===== src/rtl/ex_mem_stage.sv =====
// EX/MEM pipeline register: valid/ready handshake with a 2-entry skid buffer,
// plus branch resolution from the ALU zero flag and a one-cycle fetch redirect.
module ex_mem_stage (
  input  logic        clk,
  input  logic        rst_n,
  input  logic        in_valid,
  output logic        in_ready,
  input  logic [31:0] alu_result,
  input  logic        zero,
  input  logic [31:0] rs2_data,
  input  logic [31:0] pc,
  input  logic [31:0] imm,
  input  logic [4:0]  rd,
  input  logic        reg_write,
  input  logic        mem_read,
  input  logic        mem_write,
  input  logic        mem_to_reg,
  input  logic        branch,
  input  logic        branch_ne,
  input  logic        flush,
  output logic        out_valid,
  input  logic        out_ready,
  output logic [31:0] out_alu_result,
  output logic [31:0] out_store_data,
  output logic [4:0]  out_rd,
  output logic        out_reg_write,
  output logic        out_mem_read,
  output logic        out_mem_write,
  output logic        out_mem_to_reg,
  output logic        redirect_valid,
  output logic [31:0] redirect_pc
);

  typedef struct packed {
    logic [31:0] alu_result;
    logic [31:0] store_data;
    logic [4:0]  rd;
    logic        reg_write;
    logic        mem_read;
    logic        mem_write;
    logic        mem_to_reg;
  } beat_t;

  beat_t       in_beat;
  beat_t       main_q, main_d;
  beat_t       skid_q, skid_d;
  logic        main_valid_q, main_valid_d;
  logic        skid_valid_q, skid_valid_d;
  logic        redirect_valid_q, redirect_valid_d;
  logic [31:0] redirect_pc_q, redirect_pc_d;
  logic        pop;
  logic        accept;
  logic        taken;

  // While a redirect is pending the incoming beat is wrong-path, so it is
  // always taken off the wire (ready) but never stored.
  assign in_ready = redirect_valid_q | ~skid_valid_q;
  assign pop      = main_valid_q & out_ready;
  assign accept   = in_valid & in_ready & ~redirect_valid_q & ~flush;
  assign taken    = branch & (branch_ne ? ~zero : zero);

  always_comb begin
    in_beat            = '0;
    in_beat.alu_result = alu_result;
    in_beat.store_data = rs2_data;
    in_beat.rd         = rd;
    in_beat.reg_write  = reg_write;
    in_beat.mem_read   = mem_read;
    in_beat.mem_write  = mem_write;
    in_beat.mem_to_reg = mem_to_reg;
  end

  // Skid always drains into main before a newer beat, which keeps strict
  // FIFO order; accept never coincides with a full skid (in_ready is low).
  always_comb begin
    main_d       = main_q;
    main_valid_d = main_valid_q;
    skid_d       = skid_q;
    skid_valid_d = skid_valid_q;
    if (flush) begin
      main_valid_d = 1'b0;
      skid_valid_d = 1'b0;
    end else if (pop || !main_valid_q) begin
      skid_valid_d = 1'b0;
      if (skid_valid_q) begin
        main_d       = skid_q;
        main_valid_d = 1'b1;
      end else if (accept) begin
        main_d       = in_beat;
        main_valid_d = 1'b1;
      end else begin
        main_valid_d = 1'b0;
      end
    end else if (accept) begin
      skid_d       = in_beat;
      skid_valid_d = 1'b1;
    end
  end

  always_comb begin
    redirect_valid_d = accept & taken;
    redirect_pc_d    = redirect_pc_q;
    if (redirect_valid_d) begin
      redirect_pc_d = pc + imm;
    end
  end

  always_ff @(posedge clk) begin
    if (!rst_n) begin
      main_q           <= '0;
      skid_q           <= '0;
      main_valid_q     <= 1'b0;
      skid_valid_q     <= 1'b0;
      redirect_valid_q <= 1'b0;
      redirect_pc_q    <= '0;
    end else begin
      main_q           <= main_d;
      skid_q           <= skid_d;
      main_valid_q     <= main_valid_d;
      skid_valid_q     <= skid_valid_d;
      redirect_valid_q <= redirect_valid_d;
      redirect_pc_q    <= redirect_pc_d;
    end
  end

  assign out_valid      = main_valid_q;
  assign out_alu_result = main_q.alu_result;
  assign out_store_data = main_q.store_data;
  assign out_rd         = main_q.rd;
  assign out_reg_write  = main_q.reg_write;
  assign out_mem_read   = main_q.mem_read;
  assign out_mem_write  = main_q.mem_write;
  assign out_mem_to_reg = main_q.mem_to_reg;
  assign redirect_valid = redirect_valid_q;
  assign redirect_pc    = redirect_pc_q;

endmodule


===== config.mk =====
export PLATFORM = sky130hd
export DESIGN_NAME = ex_mem_stage
export DESIGN_NICKNAME = d
export VERILOG_FILES = /design/src/rtl/ex_mem_stage.sv
export SDC_FILE = /design/constraint.sdc
export NUM_CORES = 1
export LEC_CHECK = 0
export BUFFER_PORTS_ARGS = -buffer_cell sky130_fd_sc_hd__buf_2
export CORE_ASPECT_RATIO = 1.2
export CORE_UTILIZATION = 52
export DETAILED_ROUTE_END_ITERATION = 10
export PLACE_DENSITY = 0.91
export SLEW_MARGIN = 10
export SYNTH_ARGS = -nofsm -noshare
export SYNTH_HDL_FRONTEND = slang
export SYNTH_SLANG_ARGS = --single-unit

===== constraint.sdc =====
create_clock -name clk -period 3 [get_ports clk]
set_clock_uncertainty 0.15 [all_clocks]
set_input_delay 0.6 -clock clk [delete_from_list [all_inputs] [get_ports clk]]
set_output_delay 0.6 -clock clk [all_outputs]
set_load 0.01 [all_outputs]

==> results of run 1 <==
==> final cells by class <==
class,count,area share
diodes,3,0.0006986
clock buffers,21,0.04285
clock inverters,11,0.008848
inverters,7,0.002678
multi-input cells,769,0.4402
flip-flops and latches,181,0.3375
well taps,212,0.02468
repair buffers,278,0.1425
==> cell usage after synthesis, drive strengths merged (2+ instances only) <==
cell    number  area share
o21bai       6      0.0051
nor3         4      0.0028
o211ai       6      0.0067
a31oi        2      0.0014
a211oi      80       0.069
nor2b        7      0.0050
ha          31       0.044
nand2b       4      0.0028
nor2        90       0.039
nand2      213       0.091
nand3       14      0.0085
a21o        10      0.0087
o21ai       25       0.015
xnor2       16       0.016
dfxtp      181        0.41
o22ai        3      0.0021
and2         5      0.0040
inv          6      0.0026
nand4       14       0.012
xor2         9      0.0089
a21oi      128       0.074
and3         2      0.0014
nand4b       2      0.0020
or3          3      0.0021
clkbuf      39       0.020
buf         38       0.027
mux2i       77       0.088
==> final timing paths <==
path / from / cells after the start / slack, ns / end
worst max register to register: skid_valid_q$_SDFFE_PP0P_ / 7 / 0.61 / out_store_data[16]$_SDFFE_PN0P_
worst max-delay path: pc[0] / 12 / 0.46 / redirect_pc[30]$_SDFFE_PN0P_
worst min-delay path: alu_result[17] / 3 / 0.27 / skid_q[58]$_SDFFE_PN0P_
worst min register to register: redirect_pc[7]$_SDFFE_PN0P_ / 2 / 0.30 / redirect_pc[7]$_SDFFE_PN0P_
==> kinds of logic (layout without fill, tap and decap cells) <==
group	after synthesis	count (layout)
compound gates	271	271
xor+xnor	25	25
fa+ha+maj	32	32
buf+inv	86	317
flops	181	181
mux	77	77
other cells	0	3
simple gates	364	364
==> where the power goes <==
part | switching, mW | internal, mW | leakage (nW)
Sequential | 0.0403 | 2.47 | 1.47
Clock | 0.965 | 1.12 | 0.271
Combinational | 0.493 | 0.377 | 2.55
==> critical path, stage by stage <==
cell and delay (ns):
sky130_fd_sc_hd__buf_2 0.10, sky130_fd_sc_hd__ha_1 0.21, sky130_fd_sc_hd__fa_1 0.40, sky130_fd_sc_hd__a21oi_1 0.20, sky130_fd_sc_hd__nand4b_1 0.21, sky130_fd_sc_hd__a21boi_2 0.09, sky130_fd_sc_hd__o22ai_1 0.13, sky130_fd_sc_hd__buf_4 0.16
sky130_fd_sc_hd__o21ai_2 0.09, sky130_fd_sc_hd__a311oi_2 0.30, sky130_fd_sc_hd__nand4_1 0.13, sky130_fd_sc_hd__o211ai_1 0.11
==> per-layer routing <==
metal	routed length, um	vias to the layer above	track usage
met4	705	0	0.1183
met3	1240	52	0.04062
met5	0	-	0
met2	11590	314	0.4577
li1	-	4069	-
met1	9126	3795	0.3062
==> flow_summary.toml, run 1 <==
[global_route]
globalRouteOverflowTotal = 0
antenna_found_initial = 2
first_global_vias = 7587
grtUsageTotal = 0.2583
grt_pass1_wl_um = 36050
grt_max_degree = 74

[hold_path]
min-delay-path-class = "input pin to register"

[floorplanning]
floorplan_core_area_um2 = 16400
initial_utilization = 0.5371
placement_rows = 51
design.die.area_um2 = 17470
die_width_um = 120.8
io_pins = 253
fp.dieH_um = 144.6

[synthesis]
postSynthAreaPerCell_um2 = 8.502
synth-compound-area-share = 0.1979
synth_adder_area_share = 0.04631
asyncSetResetFlopFracSynth = 0
syn-num-nets = 1213
main_combinational_cell_family_by_area_after_synthesis = "compound AO/OA/AOI/OAI gates"
synth_enable_flop_cells = 0
yosysSeqAreaShare = 0.4114
synthesis.instances = 1036
synth-simple-area-share = 0.1794
yosys-mux-area-fraction = 0.08750
yosys_warnings = 0
synth_xor_area_frac = 0.02486
synth.distinct_cells = 66
ys_seq_elements = 181
post_synth_instance_area_um2 = 8808
synth-main-ff-cell = "sky130_fd_sc_hd__dfxtp_1"

[timing]
min_setup_slack_post_route_ns = 0.4622
tightestPinTransition_ns = 0.8157
clock.fmax_mhz = 394.0
finalSetupViolCount = 0
rsz_0062_raised_after_global_routing = "no"
timing.hold.ws_ns = 0.2684
final_min_period_over_clock_period = 0.8459
finalSetupTns_ns = 0
post-route-min-period_ns = 2.538
timing_hold_violations_final = 0
timing.max_slew.rel_slack = 0.4562
slew_viol_final = 0

[detailed_routing]
wire_per_inst_um = 15.29
first_iter_violations = 553
remaining_drc_errors = 0
dr_total_vias = 8230
finalWirelength_um = 22660
route.antenna.remaining_nets = 0
drt_first_pass_iters = 5
route.detailed.vias_per_inst = 5.553

[finish]
final_area_um2 = 10750
layout_commonest_cell = "sky130_fd_sc_hd__buf_2"
layout.cells.most_common_list = "252 x sky130_fd_sc_hd__buf_2, 211 x sky130_fd_sc_hd__nand2_1, 180 x sky130_fd_sc_hd__dfxtp_1, 126 x sky130_fd_sc_hd__a21oi_1, 89 x sky130_fd_sc_hd__nor2_1"
flow.area_growth_from_synthesis_pct = 22.00
largest_register_ff_count = 73
final_core_util = 0.6553
post_layout_nonfiller_instances = 1482
n_fill_cell = 1304
final-seq-area_um2 = 3627
regMostFlops = "skid_q"
final_nets = 1431
layout_cells_sized_above_1 = 0.2652
multi_input_area_um2 = 4731

[place]
gp_routability_congestion = 0.9553
dp.cells = 1447
preCtsSetupSlack_ns = 0.05680
place.detailed.hpwl_um = 16030
detailed_place.area_um2 = 10180
port_buffers = 252

[power]
totalPowerFinal_mw = 5.472
power.ir.vdd_worst_v = 0.0003672
static-leakage-power_nw = 4.289
powerDensity_nw_per_um2 = 509.2

[clocking]
post-cts-setup-buffer-count = 0
worst_case_clock_buffer_depth = 2
tritoncts.num_buffers = 17
clk_latency_ns = 0.42
clkSlewWorstSetupHoldPaths_ns = 0.07
clkSinkCount = 181
ctsRootBufferMaster = "sky130_fd_sc_hd__clkbuf_16"
h_tree_level_count = 4
cts_resized = 0
clock_tree_from_tritoncts = "yes"
cts-hold-fix-buffers = 0

[setup_path]
critical_path.endpoint_type = "register"
worst-path-max-fanout = 4
critical_path_class = "input pin to register"
required_ns = 3.19
arrival_time_at_the_worst_endpoint_ns = 2.73
startpoint_type = "input pin"

[run]
drv.max_cap_violation_count = 0

[outcome]
outcome = "complete, no violations"
(Power assumes the default switching activity.)
==> run 2: changes to the inputs <==
Settings changed: CORE_UTILIZATION 52 to 47, PLACE_DENSITY 0.91 to 0.87.
Clock period 3 ns to 2.2 ns, I/O delays scaled along.
==> flow_summary.toml, run 2 (same netlist as run 1, synthesis figures left out) <==
[place]
gp_routability_congestion = 0.9332
detailed_place.area_um2 = 10910
dp.cells = 1535
port_buffers = 252
place.detailed.hpwl_um = 17460

[clocking]
tritoncts.num_buffers = 17
clkSinkCount = 181
clk_latency_ns = 0.42
clock_tree_from_tritoncts = "yes"
ctsRootBufferMaster = "sky130_fd_sc_hd__clkbuf_16"
h_tree_level_count = 4
clkSlewWorstSetupHoldPaths_ns = 0.07
worst_case_clock_buffer_depth = 2

[timing]
timing.hold.ws_ns = 0.1064
rsz_0062_raised_after_global_routing = "yes"
finalSetupViolCount = 0
timing_hold_violations_final = 0
final_min_period_over_clock_period = 0.9822
clock.fmax_mhz = 462.8
tightestPinTransition_ns = 0.4206
slew_viol_final = 0
post-route-min-period_ns = 2.161
timing.max_slew.rel_slack = 0.7196

[setup_path]
critical_path.max_stage_delay_ns = 0.36
worst-path-max-fanout = 4
startpoint_type = "input pin"
worstPathBufferInverterCount = 1
critical_path_class = "input pin to register"
required_ns = 2.39
timing.critical_path.cells = "buf_6 > ha_4 > fa_2 > a21oi_2 > nand4b_1 > a21boi_2 > o22ai_4 > o21ai_4 > a311oi_2 > nand4_1 > o211ai_1"
arrival_time_at_the_worst_endpoint_ns = 2.35
critPathTopFamily = "compound AO/OA/AOI/OAI gates"
critical_path.endpoint_type = "register"
critical_path.slowest_cell = "sky130_fd_sc_hd__fa_2"

[global_route]
first_global_vias = 8082
grt_pass1_wl_um = 38250
globalRouteOverflowTotal = 0
grt_max_degree = 94
antenna_found_initial = 1
grtUsageTotal = 0.2463

[detailed_routing]
remaining_drc_errors = 0
first_iter_violations = 405
route.antenna.remaining_nets = 0
finalWirelength_um = 24070
drt_first_pass_iters = 5
wire_per_inst_um = 15.34
route.detailed.vias_per_inst = 5.442
dr_total_vias = 8538

[finish]
layout_commonest_cell = "sky130_fd_sc_hd__buf_2"
n_fill_cell = 1479
largest_register_ff_count = 73
layout_cells_sized_above_1 = 0.3251
final_nets = 1508
layout.cells.most_common_list = "250 x sky130_fd_sc_hd__buf_2, 211 x sky130_fd_sc_hd__nand2_1, 180 x sky130_fd_sc_hd__dfxtp_1, 115 x sky130_fd_sc_hd__a21oi_1, 91 x sky130_fd_sc_hd__buf_4"
regMostFlops = "skid_q"
flow.area_growth_from_synthesis_pct = 31.92
final_area_um2 = 11620
post_layout_nonfiller_instances = 1569

[floorplanning]
io_pins = 253
initial_utilization = 0.4829
fp.dieH_um = 152.0
floorplan_core_area_um2 = 18240
placement_rows = 54
die_width_um = 127.0
design.die.area_um2 = 19300

[power]
intPower_mw = 5.667
static-leakage-power_nw = 4.727
clkPwrFrac = 0.384
power.share.combinational = 0.180
power.net_switching_mw = 2.191
switching_portion_of_total_power = 0.2788
powerDensity_nw_per_um2 = 676.2
power.ir.vdd_worst_v = 0.0005107
seq_power_share = 0.436

[outcome]
outcome = "complete, no violations"

[run]
drv.max_cap_violation_count = 0

[hold_path]
min-delay-path-class = "input pin to register"
==> run 2: power by group through the flow <==
stage	Clock [mW]	Combinational (mW)	Sequential, mW
floorplan	0	0.754	3.54
global placement	0	1.34	3.50
detailed placement	0	1.38	3.50
CTS	3.09	1.39	3.43
global route	3.23	1.55	3.43
finish	3.02	1.41	3.43
==> run 2: repair_timing <==
| item | in CTS | in global routing |
|---|---|---|
| buffers inserted | 0 | 0 |
| gates cloned | 1 | 0 |
| setup endpoints to repair | 5 | 12 |
| hold buffers | 0 | 0 |
| resized for setup | 2 | 15 |
| pin swaps | 0 | 13 |
==> run 2: layout make-up <==
type	count	area (um^2)	area share
clock inverters	14	162.7	0.01400
clock buffers	18	429.2	0.03693
flip-flops and latches	181	3627	0.3122
repair buffers	355	2217	0.1908
diodes	1	2.502	0.0002154
inverters	7	28.78	0.002477
well taps	224	280.3	0.02412
multi-input cells	769	4872	0.4193
==> run 2: final timing paths <==
| check | start | end | slack [ns] | cells past startpoint |
|---|---|---|---|---|
| hold / removal | alu_result[16] | skid_q[57]$_SDFFE_PN0P_ | 0.11 | 3 |
| setup / recovery | pc[0] | redirect_pc[30]$_SDFFE_PN0P_ | 0.04 | 11 |
| hold reg to reg | redirect_pc[5]$_SDFFE_PN0P_ | redirect_pc[5]$_SDFFE_PN0P_ | 0.30 | 2 |
| setup reg to reg | skid_valid_q$_SDFFE_PP0P_ | out_store_data[28]$_SDFFE_PN0P_ | 0.15 | 7 |
==> run 2: per-stage QoR <==
| step | setup TNS [ns] | power, mW | setup WS [ns] | utilization |
|---|---|---|---|---|
| after global routing | -0.04277 | 8.218 | -0.03634 | 0.6370 |
| after floorplan | -0.2850 | 4.292 | -0.09918 | - |
| after global placement | -5.645 | 4.840 | -0.4279 | 0.5981 |
| after detailed placement | -7.529 | 4.878 | -0.4850 | 0.5981 |
| after CTS | 0 | 7.902 | 0.01768 | 0.6331 |
| final | 0 | 7.858 | 0.03910 | 0.6370 |
==> run 2: layer usage <==
| layer | vias up | part of all wire | global-route usage |
|---|---|---|---|
| met3 | 69 | 0.051 | 0.05106 |
| met2 | 307 | 0.51 | 0.4440 |
| met5 | - | 0 | 0 |
| met1 | 3940 | 0.40 | 0.2734 |
| li1 | 4222 | - | - |
| met4 | 0 | 0.037 | 0.1173 |
==> run 2: tightest hold or removal path, delay by kind of cell <==
family	cells	cell delay [ns]
buf+inv	1	0.10
simple gates	1	0.05
compound gates	1	0.05
==> run 3: changes to the inputs <==
Settings changed: ABC_CLOCK_PERIOD_IN_PS set to 2200, CORE_UTILIZATION 47 to 49, CTS_BUF_LIST set to sky130_fd_sc_hd__clkbuf_2, PLACE_DENSITY 0.87 to 0.9.
==> flow_summary.toml, run 3 (same netlist as run 1, synthesis figures left out) <==
[outcome]
outcome = "finished, violations left"
violations = "negative setup slack"

[clocking]
clkSlewWorstSetupHoldPaths_ns = 0.27
clock_tree_from_tritoncts = "yes"
clk_latency_ns = 0.71
h_tree_level_count = 4
ctsRootBufferMaster = "sky130_fd_sc_hd__clkbuf_2"
tritoncts.num_buffers = 17
worst_case_clock_buffer_depth = 2
clkSinkCount = 181

[setup_path]
critical_path_class = "input pin to register"
worst_r2r_endpoint = "out_alu_result[11]$_SDFFE_PN0P_"
worst_r2r_path_depth = 9
r2r_start = "redirect_valid$_SDFF_PN0_"
critical_path.max_stage_delay_ns = 0.59
critPathTopFamily = "buffers and inverters"
required_ns = 2.68
worst-path-max-fanout = 3
critical_path.endpoint_type = "register"
critical_path.slowest_cell = "sky130_fd_sc_hd__dlygate4sd3_1"
timing.critical_path.cells = "dlygate4sd3_1 > ha_4 > and2_4 > nand4_4 > nand4bb_4 > a211oi_2 > buf_4 > o21ai_4 > a2111oi_4 > a211oi_2"
crit_start = "imm[6]"
r2r_setup_slack_ns = 0.03
worstPathBufferInverterCount = 2
arrival_time_at_the_worst_endpoint_ns = 2.76
path_common_cell = "sky130_fd_sc_hd__a211oi_2"
startpoint_type = "input pin"

[timing]
min_setup_slack_post_route_ns = -0.07158
clock.fmax_mhz = 440.2
post-route-min-period_ns = 2.272
finalSetupViolCount = 2
timing.max_slew.rel_slack = 0.6963
timing.hold.ws_ns = 0.06969
final_min_period_over_clock_period = 1.033
timing_hold_violations_final = 0
finalSetupTns_ns = -0.07671
slew_viol_final = 0
tightestPinTransition_ns = 0.4555

[power]
powerDensity_nw_per_um2 = 565.9
power.ir.vdd_worst_v = 0.0002863
power.net_switching_mw = 2.157
switching_portion_of_total_power = 0.3063
static-leakage-power_nw = 5.115
clkPwrFrac = 0.277
totalPowerFinal_mw = 7.041
seq_power_share = 0.490
intPower_mw = 4.884
power.share.combinational = 0.233

[detailed_routing]
wire_per_inst_um = 17.57
finalWirelength_um = 29320
drt_first_pass_iters = 5
route.detailed.vias_per_inst = 5.687
first_iter_violations = 751
route.antenna.remaining_nets = 0
remaining_drc_errors = 0
dr_total_vias = 9492

[finish]
layout_cells_sized_above_1 = 0.3156
final-seq-area_um2 = 3628
final_area_um2 = 12440
largest_register_ff_count = 73
multi_input_area_um2 = 4902
layout_commonest_cell = "sky130_fd_sc_hd__buf_2"
regMostFlops = "skid_q"
n_fill_cell = 1195
flow.area_growth_from_synthesis_pct = 41.24
final_nets = 1613
layout.cells.most_common_list = "249 x sky130_fd_sc_hd__buf_2, 211 x sky130_fd_sc_hd__nand2_1, 179 x sky130_fd_sc_hd__dfxtp_1, 121 x sky130_fd_sc_hd__a21oi_1, 106 x sky130_fd_sc_hd__buf_4"

[floorplanning]
design.die.area_um2 = 18520
fp.dieH_um = 148.9
initial_utilization = 0.5012
floorplan_core_area_um2 = 17570
die_width_um = 124.4
placement_rows = 53
io_pins = 253

[place]
gp_routability_congestion = 0.9445
preCtsSetupSlack_ns = -0.4160
port_buffers = 252
detailed_place.area_um2 = 10930
place.detailed.hpwl_um = 17610

[hold_path]
hold_path_depth = 5
min-delay-path-class = "input pin to register"
hold_path_end = "redirect_pc[30]$_SDFFE_PN0P_"
hold_start = "pc[29]"

[global_route]
grt_max_degree = 99
antenna_found_initial = 1
grt_pass1_wl_um = 45240
globalRouteOverflowTotal = 0
grtUsageTotal = 0.3001
first_global_vias = 9364

[run]
drv.max_cap_violation_count = 0
## run 3: worst max path at each step
stage | end | slack, ns | cells after the start
final | redirect_pc[31]$_SDFFE_PN0P_ | -0.07 | 10
after CTS | in_ready | 0.02 | 3
after global placement | redirect_pc[30]$_SDFFE_PN0P_ | -0.37 | 11
after global routing | out_alu_result[11]$_SDFFE_PN0P_ | -0.04 | 9
after detailed placement | redirect_pc[30]$_SDFFE_PN0P_ | -0.42 | 11
after floorplan | redirect_pc[30]$_SDFFE_PN0P_ | -0.1 | 10
## run 3: timing repair
action,in CTS,in global routing
endpoints found under the setup margin,1,57
hold endpoints to repair,166,0
buffers inserted,3,7
gates resized for setup,2,23
gates cloned,2,4
pin swaps,0,12
hold buffers,89,0
## run 3: area by class of cell
cell class | instances | share of cell area
antenna | 1 | 0.0002011
timing repair buffer | 460 | 0.2673
multi-input combinational | 769 | 0.3940
sequential | 181 | 0.2917
tap | 220 | 0.02213
clock inverter | 13 | 0.01509
clock buffer | 18 | 0.007241
inverter | 7 | 0.002313
## run 3: power by group through the flow
| stage | combinational [mW] | sequential [mW] | clock [mW] |
|---|---|---|---|
| final | 1.64 | 3.45 | 1.95 |
| after global routing | 1.77 | 3.46 | 2.12 |
| after CTS | 1.54 | 3.44 | 1.98 |
| after detailed placement | 1.39 | 3.50 | 0 |
| after global placement | 1.35 | 3.50 | 0 |
| after floorplan | 0.754 | 3.54 | 0 |
## run 3: worst register-to-register path: cells and delay by family, from the launching register on
family                 cells  cell delay, ns
AO/OA/AOI/OAI              1            0.31
AND/OR/NAND/NOR            4            0.67
flip-flops                 1            0.38
buffers and inverters      4            0.59
## run 3: routing by layer
layer / part of all wire / up-vias / GRT usage
met4: 0.047 / 0 / 0.1699
met2: 0.51 / 505 / 0.5326
met5: 0 / - / 0
met1: 0.38 / 4442 / 0.3401
met3: 0.066 / 129 / 0.05237
li1: - / 4416 / -
## run 3: through the flow
step / utilization / cells
after floorplan: - / 1036
after global placement: 0.6220 / 1536
after detailed placement: 0.6220 / 1536
after CTS: 0.6940 / 1661
after global routing: 0.7079 / 1669
final: 0.7079 / 1669
